==> config.mk <==
export PLATFORM = sky130hd
export DESIGN_NAME = vga_timing_gen_flat
export DESIGN_NICKNAME = d
export VERILOG_FILES = /design/src/rtl/vga_pkg.sv /design/src/rtl/vga_timing_gen_if.sv /design/src/rtl/vga_axis_counter.sv /design/src/rtl/vga_timing_gen.sv /design/src/flat_wrapper.sv
export SDC_FILE = /design/constraint.sdc
export NUM_CORES = 1
export LEC_CHECK = 0
export BUFFER_PORTS_ARGS = -buffer_cell sky130_fd_sc_hd__buf_2
export CAP_MARGIN = 25
export CORE_MARGIN = 4
export CORE_UTILIZATION = 30
export CTS_CLUSTER_SIZE = 30
export DETAILED_ROUTE_END_ITERATION = 6
export PLACE_DENSITY = 0.48
export REMOVE_ABC_BUFFERS = 1
export SLEW_MARGIN = 10
export SYNTH_ARGS = -nofsm -noshare
export SYNTH_HDL_FRONTEND = slang
export SYNTH_HIERARCHICAL = 1
export SYNTH_SLANG_ARGS = --single-unit
==> constraint.sdc <==
create_clock -name clk -period 1.9 [get_ports clk]
set_input_delay 0.38 -clock clk [delete_from_list [all_inputs] [get_ports clk]]
set_output_delay 0.38 -clock clk [all_outputs]
set_load 0.01 [all_outputs]
==> src/rtl/vga_pkg.sv <==
// rtl/vga_pkg.sv - shared raster timing constants, coordinate type and total helper
package vga_pkg;

    // Width of every raster coordinate leaving the timing block.
    localparam int COORD_W   = 12;
    localparam int COORD_MAX = (1 << COORD_W) - 1;

    typedef logic [COORD_W-1:0] coord_t;

    // Default 640x480@60 timing at a 25 MHz pixel rate.
    localparam int DEF_H_ACTIVE = 640;
    localparam int DEF_H_FP     = 16;
    localparam int DEF_H_SYNC   = 96;
    localparam int DEF_H_BP     = 48;
    localparam int DEF_V_ACTIVE = 480;
    localparam int DEF_V_FP     = 10;
    localparam int DEF_V_SYNC   = 2;
    localparam int DEF_V_BP     = 33;

    // Extra output stages on the sync/blank path when the delay option is built in.
    localparam int DEF_SYNC_DELAY = 2;

    // Length of one axis (line or frame) in pixels or lines.
    function automatic int calc_total(input int active, input int fp, input int sync, input int bp);
        return active + fp + sync + bp;
    endfunction

endpackage

==> src/rtl/vga_timing_gen_if.sv <==
// rtl/vga_timing_gen_if.sv - raster timing bundle between the generator and the drawing stages
interface vga_timing_gen_if;

    logic             pix_en;
    vga_pkg::coord_t  counterX;
    vga_pkg::coord_t  counterY;
    logic             hsync;
    logic             vsync;
    logic             blank_n;
    logic             line_end;
    logic             frame_end;

    // The timing generator consumes the pixel qualifier and drives the raster.
    modport master (
        input  pix_en,
        output counterX,
        output counterY,
        output hsync,
        output vsync,
        output blank_n,
        output line_end,
        output frame_end
    );

    // Drawing stages and game logic supply the qualifier and follow the raster.
    modport slave (
        output pix_en,
        input  counterX,
        input  counterY,
        input  hsync,
        input  vsync,
        input  blank_n,
        input  line_end,
        input  frame_end
    );

endinterface

==> src/rtl/vga_axis_counter.sv <==
// rtl/vga_axis_counter.sv - wrapping axis counter with active/sync window decode
module vga_axis_counter
    import vga_pkg::*;
#(
    parameter int TOTAL      = 800,
    parameter int ACTIVE     = 640,
    parameter int SYNC_START = 656,
    parameter int SYNC_END   = 752
) (
    input  logic   clk,
    input  logic   reset_n,
    input  logic   step,
    output coord_t count_o,
    output logic   sync_n_o,
    output logic   active_nxt_o,
    output logic   last_nxt_o
);

    localparam coord_t LAST_C       = coord_t'(TOTAL - 1);
    localparam coord_t ACTIVE_C     = coord_t'(ACTIVE);
    localparam coord_t SYNC_START_C = coord_t'(SYNC_START);
    localparam coord_t SYNC_END_C   = coord_t'(SYNC_END);

    coord_t count_d, count_q;
    logic   sync_n_d, sync_n_q;
    logic   active_d;
    logic   last_d;

    // Next position, and the window flags decoded from it so that the
    // registered flags describe the same position as the registered count.
    always_comb begin
        count_d = count_q;
        if (step) begin
            if (count_q == LAST_C) begin
                count_d = '0;
            end else begin
                count_d = count_q + coord_t'(1);
            end
        end
        sync_n_d = !((count_d >= SYNC_START_C) && (count_d < SYNC_END_C));
        active_d = (count_d < ACTIVE_C);
        last_d   = (count_d == LAST_C);
    end

    // Position and sync flop; holding step low leaves both unchanged.
    always_ff @(posedge clk) begin
        if (!reset_n) begin
            count_q  <= '0;
            sync_n_q <= 1'b1;
        end else begin
            count_q  <= count_d;
            sync_n_q <= sync_n_d;
        end
    end

    assign count_o      = count_q;
    assign sync_n_o     = sync_n_q;
    assign active_nxt_o = active_d;
    assign last_nxt_o   = last_d;

endmodule

==> src/rtl/vga_timing_gen.sv <==
// rtl/vga_timing_gen.sv - raster timing generator; VGA_TIMING_SYNC_DLY_EN adds SYNC_DELAY stages on hsync/vsync/blank_n
module vga_timing_gen
    import vga_pkg::*;
#(
    parameter int H_ACTIVE   = DEF_H_ACTIVE,
    parameter int H_FP       = DEF_H_FP,
    parameter int H_SYNC     = DEF_H_SYNC,
    parameter int H_BP       = DEF_H_BP,
    parameter int V_ACTIVE   = DEF_V_ACTIVE,
    parameter int V_FP       = DEF_V_FP,
    parameter int V_SYNC     = DEF_V_SYNC,
    parameter int V_BP       = DEF_V_BP,
    parameter int SYNC_DELAY = DEF_SYNC_DELAY
) (
    input  logic             clk,
    input  logic             reset_n,
    vga_timing_gen_if.master vif
);

    localparam int H_TOTAL = calc_total(H_ACTIVE, H_FP, H_SYNC, H_BP);
    localparam int V_TOTAL = calc_total(V_ACTIVE, V_FP, V_SYNC, V_BP);

    // The coordinates are 12 bits wide, so neither axis may exceed 4095.
    if (H_TOTAL > COORD_MAX) begin : g_h_total_chk
        $error("vga_timing_gen: H_TOTAL %0d does not fit in %0d bits", H_TOTAL, COORD_W);
    end
    if (V_TOTAL > COORD_MAX) begin : g_v_total_chk
        $error("vga_timing_gen: V_TOTAL %0d does not fit in %0d bits", V_TOTAL, COORD_W);
    end
    if (SYNC_DELAY < 1) begin : g_sync_delay_chk
        $error("vga_timing_gen: SYNC_DELAY must be at least 1");
    end

    coord_t h_count, v_count;
    logic   h_sync_n, v_sync_n;
    logic   h_active_nxt, v_active_nxt;
    logic   h_last_nxt, v_last_nxt;
    logic   v_step;

    logic   line_end_d, line_end_q;
    logic   frame_end_d, frame_end_q;
    logic   blank_n_d, blank_n_q;

    // The line counter only moves on the pixel that closes a line.
    assign v_step = vif.pix_en & line_end_q;

    vga_axis_counter #(
        .TOTAL      (H_TOTAL),
        .ACTIVE     (H_ACTIVE),
        .SYNC_START (H_ACTIVE + H_FP),
        .SYNC_END   (H_ACTIVE + H_FP + H_SYNC)
    ) u_h_counter (
        .clk          (clk),
        .reset_n      (reset_n),
        .step         (vif.pix_en),
        .count_o      (h_count),
        .sync_n_o     (h_sync_n),
        .active_nxt_o (h_active_nxt),
        .last_nxt_o   (h_last_nxt)
    );

    vga_axis_counter #(
        .TOTAL      (V_TOTAL),
        .ACTIVE     (V_ACTIVE),
        .SYNC_START (V_ACTIVE + V_FP),
        .SYNC_END   (V_ACTIVE + V_FP + V_SYNC)
    ) u_v_counter (
        .clk          (clk),
        .reset_n      (reset_n),
        .step         (v_step),
        .count_o      (v_count),
        .sync_n_o     (v_sync_n),
        .active_nxt_o (v_active_nxt),
        .last_nxt_o   (v_last_nxt)
    );

    // Strobes and blanking from the next position of both axes, held when pix_en is low.
    always_comb begin
        line_end_d  = line_end_q;
        frame_end_d = frame_end_q;
        blank_n_d   = blank_n_q;
        if (vif.pix_en) begin
            line_end_d  = h_last_nxt;
            frame_end_d = h_last_nxt & v_last_nxt;
            blank_n_d   = h_active_nxt & v_active_nxt;
        end
    end

    // Strobe and blanking registers; reset lands on pixel (0,0), which is visible.
    always_ff @(posedge clk) begin
        if (!reset_n) begin
            line_end_q  <= 1'b0;
            frame_end_q <= 1'b0;
            blank_n_q   <= 1'b1;
        end else begin
            line_end_q  <= line_end_d;
            frame_end_q <= frame_end_d;
            blank_n_q   <= blank_n_d;
        end
    end

    assign vif.counterX  = h_count;
    assign vif.counterY  = v_count;
    assign vif.line_end  = line_end_q;
    assign vif.frame_end = frame_end_q;

`ifdef VGA_TIMING_SYNC_DLY_EN
    logic [SYNC_DELAY-1:0] hs_dly_d, hs_dly_q;
    logic [SYNC_DELAY-1:0] vs_dly_d, vs_dly_q;
    logic [SYNC_DELAY-1:0] bl_dly_d, bl_dly_q;

    // Shift the sync/blank levels one pixel deeper on each qualified pixel;
    // the oldest stage matches a colour pipeline SYNC_DELAY pixels long.
    always_comb begin
        hs_dly_d = hs_dly_q;
        vs_dly_d = vs_dly_q;
        bl_dly_d = bl_dly_q;
        if (vif.pix_en) begin
            hs_dly_d = (hs_dly_q << 1) | SYNC_DELAY'(h_sync_n);
            vs_dly_d = (vs_dly_q << 1) | SYNC_DELAY'(v_sync_n);
            bl_dly_d = (bl_dly_q << 1) | SYNC_DELAY'(blank_n_q);
        end
    end

    // Delay stages come out of reset with syncs inactive and the screen blanked.
    always_ff @(posedge clk) begin
        if (!reset_n) begin
            hs_dly_q <= '1;
            vs_dly_q <= '1;
            bl_dly_q <= '0;
        end else begin
            hs_dly_q <= hs_dly_d;
            vs_dly_q <= vs_dly_d;
            bl_dly_q <= bl_dly_d;
        end
    end

    assign vif.hsync   = hs_dly_q[SYNC_DELAY-1];
    assign vif.vsync   = vs_dly_q[SYNC_DELAY-1];
    assign vif.blank_n = bl_dly_q[SYNC_DELAY-1];
`else
    assign vif.hsync   = h_sync_n;
    assign vif.vsync   = v_sync_n;
    assign vif.blank_n = blank_n_q;
`endif

endmodule
==> src/flat_wrapper.sv <==
// flat-port wrapper written by rule: the top's interface ports become plain ports
module vga_timing_gen_flat import vga_pkg::*;
#(
    parameter int H_ACTIVE   = DEF_H_ACTIVE,
    parameter int H_FP       = DEF_H_FP,
    parameter int H_SYNC     = DEF_H_SYNC,
    parameter int H_BP       = DEF_H_BP,
    parameter int V_ACTIVE   = DEF_V_ACTIVE,
    parameter int V_FP       = DEF_V_FP,
    parameter int V_SYNC     = DEF_V_SYNC,
    parameter int V_BP       = DEF_V_BP,
    parameter int SYNC_DELAY = DEF_SYNC_DELAY
)
  (clk, reset_n, vif_pix_en, vif_counterX, vif_counterY, vif_hsync, vif_vsync, vif_blank_n, vif_line_end, vif_frame_end);
  vga_timing_gen_if vif_i ();
  input  logic clk;
  input  logic reset_n;
  input wire logic [$bits(vif_i.pix_en)-1:0] vif_pix_en;
  output wire logic [$bits(vif_i.counterX)-1:0] vif_counterX;
  output wire logic [$bits(vif_i.counterY)-1:0] vif_counterY;
  output wire logic [$bits(vif_i.hsync)-1:0] vif_hsync;
  output wire logic [$bits(vif_i.vsync)-1:0] vif_vsync;
  output wire logic [$bits(vif_i.blank_n)-1:0] vif_blank_n;
  output wire logic [$bits(vif_i.line_end)-1:0] vif_line_end;
  output wire logic [$bits(vif_i.frame_end)-1:0] vif_frame_end;
  assign vif_i.pix_en = vif_pix_en;
  assign vif_counterX = vif_i.counterX;
  assign vif_counterY = vif_i.counterY;
  assign vif_hsync = vif_i.hsync;
  assign vif_vsync = vif_i.vsync;
  assign vif_blank_n = vif_i.blank_n;
  assign vif_line_end = vif_i.line_end;
  assign vif_frame_end = vif_i.frame_end;
  vga_timing_gen #(.H_ACTIVE(H_ACTIVE), .H_FP(H_FP), .H_SYNC(H_SYNC), .H_BP(H_BP), .V_ACTIVE(V_ACTIVE), .V_FP(V_FP), .V_SYNC(V_SYNC), .V_BP(V_BP), .SYNC_DELAY(SYNC_DELAY)) u_core (.clk(clk), .reset_n(reset_n), .vif(vif_i));
endmodule
Yosys cells after proc, flatten, opt, wreduce, memory -nomap -nowiden
Cells that the tools add are included.
Widths: inputs -> output; s select.
- mux-type cells: 4
- eq/ne operators: 4
- bitwise logic cells: 3
- reduce and logical (&&, ||, !) cells: 4
- $lt $le $gt $ge: 6
- add/sub/neg operators: 2
- operators with widths (cell ; count):
    $eq 12x10->1 const B ; 4
    $mux 12 ; 4
    $add 12x1->12 const B ; 2
    $lt 12x10->1 const B ; 2
    $lt 12x9->1 const B ; 2
    $ge 12x10->1 const B ; 1
    $ge 12x9->1 const B ; 1
    $and 1x1->1 ; 3
    $logic_and 1x1->1 ; 2
    $logic_not 1->1 ; 2
- register bits after elaboration: 29
- input bits: 3
- word-level logic and storage cells: 30
- output and inout bits: 29

Longest topological paths before layout
Gate-level depths: netlist of the first run.
- word-level depth: 6
- depth in mapped cells: 9
- depth with buffers taken out: 9

Hierarchy
The synthesis of the first run kept the hierarchy.
- modules (own cells, without submodules) (module ; cells each ; times used ; seq. area each (um2) ; area each (um2)):
    vga_axis_counter at u_core.u_h_counter ; 100 ; 1 ; 260.2 ; 817.0
    vga_axis_counter at u_core.u_v_counter ; 94 ; 1 ; 260.2 ; 803.3
    vga_timing_gen ; 12 ; 1 ; 60.1 ; 117.6

Worst setup path before layout of the first run
No wires, ideal clock.
- path type: flip-flop to flip-flop
- start: register u_core.u_h_counter.count_q[0], in the netlist u_core/u_h_counter/count_o[0]
- end: register u_core.line_end_q, in the netlist u_core/vif.line_end
- slack: -0.011 ns
- setup time: 0.065 ns
- period minus slack after synthesis: 1.911 ns
- data required time: 1.835 ns
- stages on the path, launching flop included: 9
- path buffers: 0
- arrival: 1.846 ns
- path through: dfxtp_1 -> ha_1 -> nand2_2 -> nor4_4 -> nand4_1 -> and2_1 -> nor4_2 -> mux2i_1 -> nor2b_1
- cells in the longest elaborated chain, start to end: 4
- elaborated cells on any way between the ends: 5
- those cells by class: add/sub (1); eq/ne (2); mux (2)
- RTL lines (element ; line ; RTL):
    start, declared ; vga_axis_counter.sv:24 ; coord_t count_d, count_q;
    start signal, assigned ; vga_axis_counter.sv:51 ; count_q <= count_d;
    $add 12x1->12 or $eq 12x10->1 (tied branches) ; vga_axis_counter.sv:37, vga_axis_counter.sv:34 ;
    $mux 12 ; vga_axis_counter.sv:34 ; if (count_q == LAST_C) begin
    $mux 12 * ; vga_axis_counter.sv:33 ; if (step) begin
    $eq 12x10->1 * ; vga_axis_counter.sv:42 ; last_d = (count_d == LAST_C);
    named net u_core.h_last_nxt ; vga_timing_gen.sv:37 ; logic h_last_nxt, v_last_nxt;
    end signal, assigned ; vga_timing_gen.sv:96 ; line_end_q <= line_end_d;
    end, declared ; vga_timing_gen.sv:40 ; logic line_end_d, line_end_q;
The timed path passes the listed nets; every way through them passes the cells marked *.
A chain may end at the register's enable or synchronous reset.

Final worst setup path of the first run
- start: register u_core.u_v_counter.count_q[1], in the netlist u_core/u_v_counter/count_o[1]
- end: register u_core.frame_end_q, in the netlist u_core/vif.frame_end
- cells in the longest elaborated chain, start to end: 5
- elaborated cells on any way between the ends: 6
- those cells by class: add/sub (1); eq/ne (2); mux (2); bitwise (1)
- RTL lines (element ; line ; RTL):
    start, declared ; vga_axis_counter.sv:24 ;
    start signal, assigned ; vga_axis_counter.sv:51 ;
    $add 12x1->12 or $eq 12x10->1 (tied branches) ; vga_axis_counter.sv:37, vga_axis_counter.sv:34 ;
    $mux 12 ; vga_axis_counter.sv:34 ;
    $mux 12 * ; vga_axis_counter.sv:33 ;
    $eq 12x10->1 * ; vga_axis_counter.sv:42 ;
    named net u_core.v_last_nxt ; vga_timing_gen.sv:37 ;
    $and 1x1->1 * ; vga_timing_gen.sv:84 ; frame_end_d = h_last_nxt & v_last_nxt;
    end signal, assigned ; vga_timing_gen.sv:97 ; frame_end_q <= frame_end_d;
    end, declared ; vga_timing_gen.sv:41 ; logic frame_end_d, frame_end_q;
Marked as above.

==> reports/metrics.csv, run 1 <==
stage,metric,value,unit
status,status,"finished, final reports clean",
place,hpwl,3690,um
cts,clock_path_buffers,2,
cells_and_area,drive_gt1_share,49.1,%
setup_path,critPathMaxFanout,5,
sta,fin_crit_sh,97.3,%
global_routing,grt_pass1_vias,1661,
hold_path,hp-class,primary input to flop,
cts,cts_num_sinks,29,
route,dr.pass1.iters,4,
power_and_ir_drop,combPwrFrac,6.2,%
cells_and_area,diodes,0,
logic_synthesis,async_flop_share,0,%
route,vias_per_cell,4.95,
setup_path,cp.required,2.13,ns
cts,htree_levels,2,
sta,tns,0,ns
setup_path,crit_arrival,2.08,ns
global_routing,overflow,0,
logic_synthesis,synth_area,1740,um2
power_and_ir_drop,p_per_area,484,nW/um2
route,avgRoutedWirePerCell,13.7,um
power_and_ir_drop,swShare,23.4,%
sta,finalSetupViolations,0,
route,drt-total-wl,4940,um
logic_synthesis,synth_cell_types,48,
route,via_count,1786,
power_and_ir_drop,leakage,1.06,nW
setup_path,cp-start-kind,flop,
logic_synthesis,syn_inst,206,
place,portBuffers,31,
sta,maxSlewViolCount,0,
floorplanning,die-area,7070,um2
route,drc,0,
floorplanning,rows,27,
cts,cts_root_buf,clkbuf_8,
power_and_ir_drop,p_int,977,uW
cts,insertion_delay,0.29,ns
logic_synthesis,yosysWarnings,6,
route,ant_nets,0,
cells_and_area,finalNetCount,294,
power_and_ir_drop,power,1.28,mW
sta,worst_slack,0.0519,ns
global_routing,grt_max_degree,14,
logic_synthesis,seq_area_frac_synth,33.4,%
floorplanning,die_h,84.1,um
cells_and_area,syn2layout_area_growth,51.5,%
cts,cts_made_buffers,5,
global_routing,grt_pass1_wl,8060,um
setup_path,path_class,flop to flop,
power_and_ir_drop,clockPowerShare,45.4,%
power_and_ir_drop,seq_power_share,48.4,%
floorplanning,initial_core_util,31.2,%
logic_synthesis,yosys.area.top_type,dfxtp_1,
sta,fin_skew,0.00149,ns
sta,max_freq,0.541,GHz
place,pre_cts_ws,-0.166,ns
power_and_ir_drop,peakVddDrop,226,uV
sta,relSlewSlack,70.6,%
logic_synthesis,synth.avg_cell_area,8.44,um2
logic_synthesis,synthFlopType,dfxtp_1,
setup_path,critPathCaptureType,flop,
power_and_ir_drop,switching_power,298,uW
logic_synthesis,yosysTopAreaCellShare,33.4,%
sta,final-hold-violation-count,0,
global_routing,grt_antenna_before_repair,0,
floorplanning,ios,32,
cts,path_clk_slew,0.06,ns
place,gp_congestion,0.833,
floorplanning,die_width,84.1,um
sta,worst_pin_slew,0.438,ns
logic_synthesis,yosys-top-cells-area,"dfxtp_1 (33%), xnor2_1 (6.6%), nor2_1 (5.2%), nand4_1 (3.6%), nand3_1 (3.2%)",
global_routing,grt.total_usage,14.1,%
cts,tritoncts,done,
logic_synthesis,synth-edff-count,0,
sta,min_period,1.85,ns
sta,rsz0062_at_grt,true,
route,drt_iter0_drc,181,
flow_run,drv_cap,0,
logic_synthesis,ys_ff_latch,29,
floorplanning,fp.coreArea,5570,um2
## critical path, cell delays in order (launching register included)
cell     delay (ns)
dfxtp_4        0.37
inv_1          0.09
ha_1           0.14
or4b_4         0.49
o31ai_2        0.22
mux2i_2        0.14
nor4_2         0.17
nand4_1        0.12
nand2_1        0.07
## synthesized netlist by cell type (3+ instances only)
cell       n
a21oi_1    4
nand2_1   12
o21ai_0    9
mux2i_1    3
nor4_1     6
and3_1     3
inv_1      6
nor2_1    24
nor4_2     4
dfxtp_1   29
nand3_1   11
nand2b_1   4
buf_2      7
xnor2_1   13
nor3b_1    4
nor2b_1    7
nor3_1     3
buf_4      4
and2_1     5
nand4_1   10
xor2_1     6
nand3b_1   3
ha_1       3
## stage by stage
step                util [%]  hold WS (ns)  area [um2]  std cells
finish                  47.3         0.406        2630        361
global route            47.3         0.422        2630        361
CTS                     44.6         0.411        2480        358
detailed placement      40.9         0.466        2280        346
global placement        40.9         0.465        2280        346
floorplan                  -         0.452        1660        193
## cells in the final DEF (no fill, tap or decap), types with 2 or more instances in the layout
cell type  count
xnor2_2        4
nand3b_1       3
dfxtp_4        2
xnor2_1        9
nor2b_1        7
and2_4         2
dfxtp_2        9
and3_1         3
ha_4           2
mux2i_1        2
or3_1          2
inv_1          5
nor2_1        23
xor2_1         6
o21ai_0        8
nand4_1       10
nor4_2         6
nand3_1       10
a21oi_1        4
dfxtp_1       18
buf_4         57
buf_2         31
nor3_1         2
nand2_1       11
nor4_4         4
nand2b_1       4
nor3b_1        4
and2_1         5
clkbuf_8       7
## timing repair
action                                  4_1_cts  5_1_grt
endpoints found under the setup margin        2       14
gates cloned                                  0        0
gates resized for setup                      16       30
pin swaps                                     8       13
setup buffers                                 5        3
hold buffers                                  0        0
## power groups by stage
stage / Sequential [mW] / Combinational [mW] / Clock [mW]
6_report: 0.617 / 0.0797 / 0.579
5_1_grt: 0.617 / 0.0876 / 0.625
4_1_cts: 0.615 / 0.0749 / 0.598
3_5_place_dp: 0.631 / 0.0744 / 0
3_3_place_gp: 0.630 / 0.0747 / 0
2_1_floorplan: 0.636 / 0.0251 / 0
## cell families after synthesis
family / after synthesis / share of synthesized area (%)
flip-flops: 29 / 33.4
XOR/XNOR: 19 / 9.58
buffers and inverters: 19 / 5.97
AND/OR/NAND/NOR: 109 / 37.6
multiplexers: 3 / 1.73
adder cells (fa/ha/maj): 3 / 2.16
AO/OA/AOI/OAI: 24 / 9.58
## sequential cells by signal, summed over array words and instances, names as in the netlist
signal	flops
u_core/vif.frame_end	1
u_core/vif.blank_n	1
u_core/vif.line_end	1
u_core/u_v_counter/count_o	12
u_core/u_h_counter/count_o	12
u_core/u_v_counter/sync_n_o	1
u_core/u_h_counter/sync_n_o	1
## per-layer routing
metal  vias up  part of all wire (%)  GRT usage, %  wire length, um
met2        33                    45          21.2             2240
met5         -                     0             0                0
met1       861                    49          19.5             2430
li1        886                     -             -                -
met4         0                   1.5          5.56               73
met3         6                   3.9          3.26              193
## worst paths after layout
kind                                            startpoint  slack (ns)  cells past startpoint                                end
hold / removal                                     reset_n        0.41                      2    u_core/vif.blank_n$_SDFFE_PN1P_
setup reg to reg  u_core/u_v_counter/count_o[1]$_SDFF_PN0_        0.05                      8  u_core/vif.frame_end$_SDFFE_PN0P_
hold reg to reg          u_core/vif.frame_end$_SDFFE_PN0P_        0.48                      2  u_core/vif.frame_end$_SDFFE_PN0P_
setup / recovery  u_core/u_v_counter/count_o[1]$_SDFF_PN0_        0.05                      8  u_core/vif.frame_end$_SDFFE_PN0P_
## area by class of cell
cell class | instances | area [um2]
Sequential cell | 29 | 599
Multi-Input combinational cell | 158 | 1240
Timing Repair Buffer | 88 | 583
Inverter | 6 | 22.5
Clock inverter | 1 | 5.00
Tap cell | 72 | 90.1
Clock buffer | 7 | 96.3
Fill cell | 568 | 2940
No activity file was read; power rests on OpenSTA's default activity.
==> run 2: changes to the inputs <==
==> constraint.sdc (replaced) <==
create_clock -name clk -period 1.9 [get_ports clk]
set_input_delay 0.095 -clock clk [delete_from_list [all_inputs] [get_ports clk]]
set_output_delay 0.095 -clock clk [all_outputs]
set_load 0.01 [all_outputs]
==> run 2 against run 1 <==
The flow now finishes with violations (setup timing). Critical path depth shrank 1. Global-route usage hardly changed. Utilization decreased by 0.74 points. Fmax is 3.8% lower. Clock power shrank 10%. Highest routed layer unchanged. Sequential share of layout area is 0.27 points higher. Register-to-register slack lost 0.07 ns.
==> reports/metrics.csv, run 2 (synthesized netlist as in run 1, its figures left out) <==
stage,metric,value,unit,change
setup_path,rr_startpoint,u_core/u_v_counter/count_o[6]$_SDFF_PN0_,,
route,dr.pass1.iters,4,,unchanged
floorplanning,fp.coreArea,5570,um2,unchanged
sta,max_freq,0.520,GHz,-3.8%
floorplanning,rows,27,,unchanged
power_and_ir_drop,peakVddDrop,243,uV,+7.5%
cts,tritoncts,done,,
cells_and_area,finalNetCount,284,,-3.4%
cts,insertion_delay,0.28,ns,about the same
floorplanning,initial_core_util,31.2,%,unchanged
place,portBuffers,31,,unchanged
global_routing,grt.total_usage,14.1,%,-0.029 points
hold_path,min_path_cells,2,,unchanged
status,status,"finished, violations left",,
cells_and_area,final_cell_mix,"buf_4 (42), buf_2 (31), nor2_1 (23), dfxtp_1 (20), nand2_1 (11)",,
sta,tns,-0.0216,ns,-0.0216 ns
setup_path,critPathCaptureType,flop,,
setup_path,critPathMaxFanout,4,,-1
cts,cts_num_sinks,29,,unchanged
place,hpwl,3620,um,-1.9%
sta,timing.hold.ws,0.119,ns,-0.286 ns
route,drt_iter0_drc,127,,-30%
route,vias_per_cell,4.93,,-0.38%
cells_and_area,drive_gt1_share,45.0,%,-4.2 points
global_routing,grt_antenna_before_repair,0,,unchanged
sta,fin_crit_sh,101,%,+3.9 points
cts,cts_made_buffers,5,,unchanged
hold_path,hp-class,primary input to flop,,
floorplanning,die_width,84.1,um,unchanged
setup_path,r2r_end,u_core/vif.frame_end$_SDFFE_PN0P_,,
flow_run,drv_cap,0,,unchanged
cells_and_area,diodes,0,,unchanged
sta,rsz0062_at_grt,true,,
sta,worst_slack,-0.0216,ns,-0.0735 ns
route,via_count,1725,,-3.4%
setup_path,path_class,flop to flop,,
sta,relSlewSlack,71.0,%,+0.39 points
cts,clock_path_buffers,2,,unchanged
cells_and_area,final_cells,350,,-3.0%
global_routing,grt_max_degree,16,,+2
setup_path,rrSetupSlack,-0.02,ns,-0.07 ns
sta,finalSetupViolations,1,,+1
sta,fin_skew,0.00310,ns,+0.00161 ns
setup_path,cp-start-kind,flop,,
power_and_ir_drop,p_per_area,472,nW/um2,-2.5%
global_routing,grt_pass1_vias,1635,,-1.6%
route,avgRoutedWirePerCell,14.0,um,+2.2%
place,gp_congestion,0.809,,-2.9%
route,drt-total-wl,4890,um,-0.91%
route,ant_nets,0,,unchanged
cells_and_area,syn2layout_area_growth,49.2,%,
setup_path,cp.required,2.12,ns,about the same
floorplanning,die_h,84.1,um,unchanged
cts,path_clk_slew,0.06,ns,about the same
hold_path,worstHoldStart,reset_n,,
power_and_ir_drop,leakage,1.06,nW,about the same
setup_path,crit_arrival,2.14,ns,+0.06 ns
power_and_ir_drop,power,1.22,mW,-4.0%
hold_path,whs_endpoint,u_core/vif.blank_n$_SDFFE_PN1P_,,
status,violations,setup timing,,
place,dp.cells,337,,-2.6%
cts,postCtsHoldBufs,0,,unchanged
setup_path,r2r_cells,7,,-1
global_routing,overflow,0,,unchanged
route,drc,0,,unchanged
global_routing,grt_pass1_wl,8110,um,+0.68%
cts,htree_levels,2,,unchanged
sta,final-hold-violation-count,0,,unchanged
sta,min_period,1.92,ns,+0.0735 ns
floorplanning,ios,32,,unchanged
sta,worst_pin_slew,0.432,ns,-0.00670 ns
cts,cts_root_buf,clkbuf_8,,
floorplanning,die-area,7070,um2,unchanged
sta,maxSlewViolCount,0,,unchanged
cells_and_area,final_common_cell,buf_4,,
-- run 2: worst max-delay path by stage --
stage,startpoint,endpoint,slack [ns],cells after the start
global route,u_core/u_v_counter/count_o[1]$_SDFF_PN0_,u_core/vif.frame_end$_SDFFE_PN0P_,-0.13,9
detailed placement,u_core/u_v_counter/count_o[0]$_SDFF_PN0_,u_core/vif.frame_end$_SDFFE_PN0P_,-0.06,8
floorplan,u_core/u_h_counter/count_o[0]$_SDFF_PN0_,u_core/vif.line_end$_SDFFE_PN0P_,-0.01,8
global placement,u_core/u_v_counter/count_o[4]$_SDFF_PN0_,u_core/vif.frame_end$_SDFFE_PN0P_,-0.09,7
CTS,u_core/vif.line_end$_SDFFE_PN0P_,u_core/vif.frame_end$_SDFFE_PN0P_,-0.02,9
finish,u_core/u_v_counter/count_o[6]$_SDFF_PN0_,u_core/vif.frame_end$_SDFFE_PN0P_,-0.02,7
-- run 2: per-layer routing --
layer  GRT usage [%]  vias to the layer above  part of all wire [%]
met2            21.4                       37                    46
li1                -                      870                     -
met1            20.0                      816                    49
met3            3.06                        2                   4.4
met5               0                        -                     0
met4            3.95                        0                  0.49
-- run 2: critical path, cell delays in order (launching register included) --
cell and delay [ns]:
dfxtp_1 0.38, nand4_1 0.25, nor4_2 0.36, xnor2_1 0.22
nand3_1 0.16, nor4_2 0.28, nand4_1 0.12, nand2_1 0.08
-- run 2: per-stage QoR --
stage,setup WS [ns],utilization (%),cell area [um2]
after detailed placement,-0.0589,40.5,2260
after floorplan,-0.0112,-,1660
final,-0.0216,46.5,2590
after global routing,-0.126,46.5,2590
after global placement,-0.0875,40.5,2260
after CTS,-0.0237,42.4,2360
-- run 2: final cells by class --
class                   instances  area [um2]
fillers                       552        2980
repair buffers                 78         562
clock buffers                   7        86.3
multi-input cells             158        1230
well taps                      72        90.1
flip-flops and latches         29         597
inverters                       6        22.5
-- run 2: power breakdown --
part           total [mW]  internal (mW)  switching, mW  leakage (nW)
Combinational      0.0866         0.0423         0.0443         0.777
Sequential          0.617          0.612        0.00530         0.239
Clock               0.521          0.287          0.234        0.0443
Total                1.22          0.941          0.284          1.06
-- run 2: what timing repair did --
action / 4_1_cts / 5_1_grt
pin swaps: 3 / 15
endpoints found under the setup margin: 1 / 19
buffers inserted: 0 / 6
resized for setup: 5 / 37
==> run 3: changes to the inputs <==
Settings changed: TNS_END_PERCENT set to 1.
==> run 3 against run 2 <==
The run still ends with setup timing left. Total power is essentially flat. Fmax grew 0.33%. Cell count shrank 0.57%. Critical path depth is the same. Design area shrank 1.2%. Non-clock buffer count shrank 2. Register-to-register slack is essentially flat. Combinational power shrank 1%. Clock-buffer cell count is the same. Critical endpoint unchanged.
==> reports/metrics.csv, run 3 (synthesized netlist as in run 1, its figures left out) <==
stage,metric,value,unit,change
sta,final-hold-violation-count,0,,unchanged
floorplanning,die_width,84.1,um,unchanged
place,place_area,2260,um2,unchanged
power_and_ir_drop,p_per_area,478,nW/um2,+1.2%
cells_and_area,syn2layout_area_growth,47.4,%,
sta,finalSetupViolations,1,,unchanged
setup_path,cp_slowest_cell,dfxtp_1,,
floorplanning,rows,27,,unchanged
sta,fin_crit_sh,101,%,-0.33 points
cts,tritoncts,done,,
setup_path,path_class,flop to flop,,
cts,htree_levels,2,,unchanged
sta,relSlewSlack,70.7,%,-0.27 points
route,dr.pass1.iters,4,,unchanged
setup_path,worstPathCellList,"nand4_1, nor4_2, xnor2_1, nand3_1, nor4_2, nand4_1, nand2_1",,
cts,cts_num_sinks,29,,unchanged
global_routing,overflow,0,,unchanged
route,drt-total-wl,4890,um,unchanged
floorplanning,die_h,84.1,um,unchanged
route,drc,0,,unchanged
power_and_ir_drop,leakage,1.04,nW,-1.9%
floorplanning,fp.coreArea,5570,um2,unchanged
sta,tns,-0.0153,ns,+0.00629 ns
setup_path,rr_startpoint,u_core/u_v_counter/count_o[6]$_SDFF_PN0_,,
sta,fin_skew,0.00317,ns,+0.0000715 ns
setup_path,crit_path_start,u_core/u_v_counter/count_o[6]$_SDFF_PN0_,,
cells_and_area,finalNetCount,282,,-0.70%
setup_path,cp.required,2.12,ns,about the same
flow_run,drv_cap,0,,unchanged
setup_path,critPathMaxFanout,4,,unchanged
route,avgRoutedWirePerCell,14.1,um,+0.57%
power_and_ir_drop,power,1.22,mW,about the same
global_routing,grt_pass1_vias,1635,,unchanged
sta,worst_slack,-0.0153,ns,+0.00629 ns
status,status,"finished, violations left",,
floorplanning,initial_core_util,31.2,%,unchanged
route,via_count,1717,,-0.46%
sta,rsz0062_at_grt,true,,
cells_and_area,final_cell_mix,"buf_4 (40), buf_2 (31), nor2_1 (23), dfxtp_1 (22), nand2_1 (11)",,
sta,max_freq,0.522,GHz,+0.33%
global_routing,grt_pass1_wl,8110,um,unchanged
global_routing,grt_max_degree,16,,unchanged
sta,worst_pin_slew,0.436,ns,+0.00403 ns
route,ant_nets,0,,unchanged
cts,path_clk_slew,0.06,ns,about the same
sta,min_period,1.92,ns,-0.00629 ns
cts,clock_path_buffers,2,,unchanged
setup_path,slowest_delay,0.38,ns,about the same
cells_and_area,diodes,0,,unchanged
floorplanning,die-area,7070,um2,unchanged
cells_and_area,design_area,2560,um2,-1.2%
status,violations,setup timing,,
setup_path,critPathCaptureType,flop,,
place,portBuffers,31,,unchanged
cts,insertion_delay,0.28,ns,about the same
route,drt_iter0_drc,97,,-24%
hold_path,hp-class,primary input to flop,,
power_and_ir_drop,peakVddDrop,244,uV,+0.10%
cts,cts_root_buf,clkbuf_8,,
cells_and_area,drive_gt1_share,43.5,%,-1.5 points
route,vias_per_cell,4.93,,+0.11%
floorplanning,ios,32,,unchanged
sta,maxSlewViolCount,0,,unchanged
setup_path,crit_arrival,2.14,ns,about the same
place,hpwl,3620,um,unchanged
setup_path,cp-start-kind,flop,,
global_routing,grt.total_usage,14.1,%,unchanged
cts,cts_made_buffers,5,,unchanged
cells_and_area,nFillCells,556,,+0.72%
global_routing,grt_antenna_before_repair,0,,unchanged
hold_path,worstHoldStart,reset_n,,
cells_and_area,final_common_cell,buf_4,,
place,gp_congestion,0.809,,unchanged
run 3: critical path, delay by kind of cell (launching register included):
kind	cells	cell delay [ns]
xor+xnor	1	0.22
flops	1	0.38
simple gates	6	1.25
run 3: final cells by class:
cell class              instances  area, um2  share of cell area (%)
flip-flops and latches         29        594                    23.2
clock buffers                   7       86.3                    3.37
multi-input cells             158       1220                    47.7
repair buffers                 76        547                    21.3
inverters                       6       22.5                   0.879
well taps                      72       90.1                    3.52
run 3: what timing repair did:
action | CTS | global route
pin swaps | 3 | 14
gates resized for setup | 5 | 33
setup buffers | 0 | 4
hold buffers | 0 | 0
endpoints found under the setup margin | 1 | 19
run 3: final timing paths:
kind | endpoint | slack (ns) | cells after the start
worst max register to register | u_core/vif.frame_end$_SDFFE_PN0P_ | -0.02 | 7
worst min-delay path | u_core/vif.blank_n$_SDFFE_PN1P_ | 0.12 | 2
worst max-delay path | u_core/vif.frame_end$_SDFFE_PN0P_ | -0.02 | 7
worst min register to register | u_core/vif.frame_end$_SDFFE_PN0P_ | 0.46 | 2
run 3: stage by stage:
step / setup WS (ns) / util (%) / std cells / hold WS (ns)
detailed placement: -0.0589 / 40.5 / 337 / 0.419
floorplan: -0.0112 / - / 193 / 0.167
finish: -0.0153 / 45.9 / 348 / 0.120
global route: -0.126 / 45.9 / 348 / 0.150
CTS: -0.0237 / 42.4 / 344 / 0.115
global placement: -0.0875 / 40.5 / 337 / 0.407
run 3: power by group:
| part | switching [mW] | internal, mW |
|---|---|---|
| Clock | 0.235 | 0.287 |
| Combinational | 0.0439 | 0.0415 |
| Sequential | 0.00518 | 0.612 |
run 3: routing by layer:
metal	vias to the layer above	global-route usage [%]	routed length, um
met5	-	0	0
met4	0	3.95	24
met3	2	3.06	207
met2	40	21.4	2210
met1	809	20.0	2450
li1	866	-	-
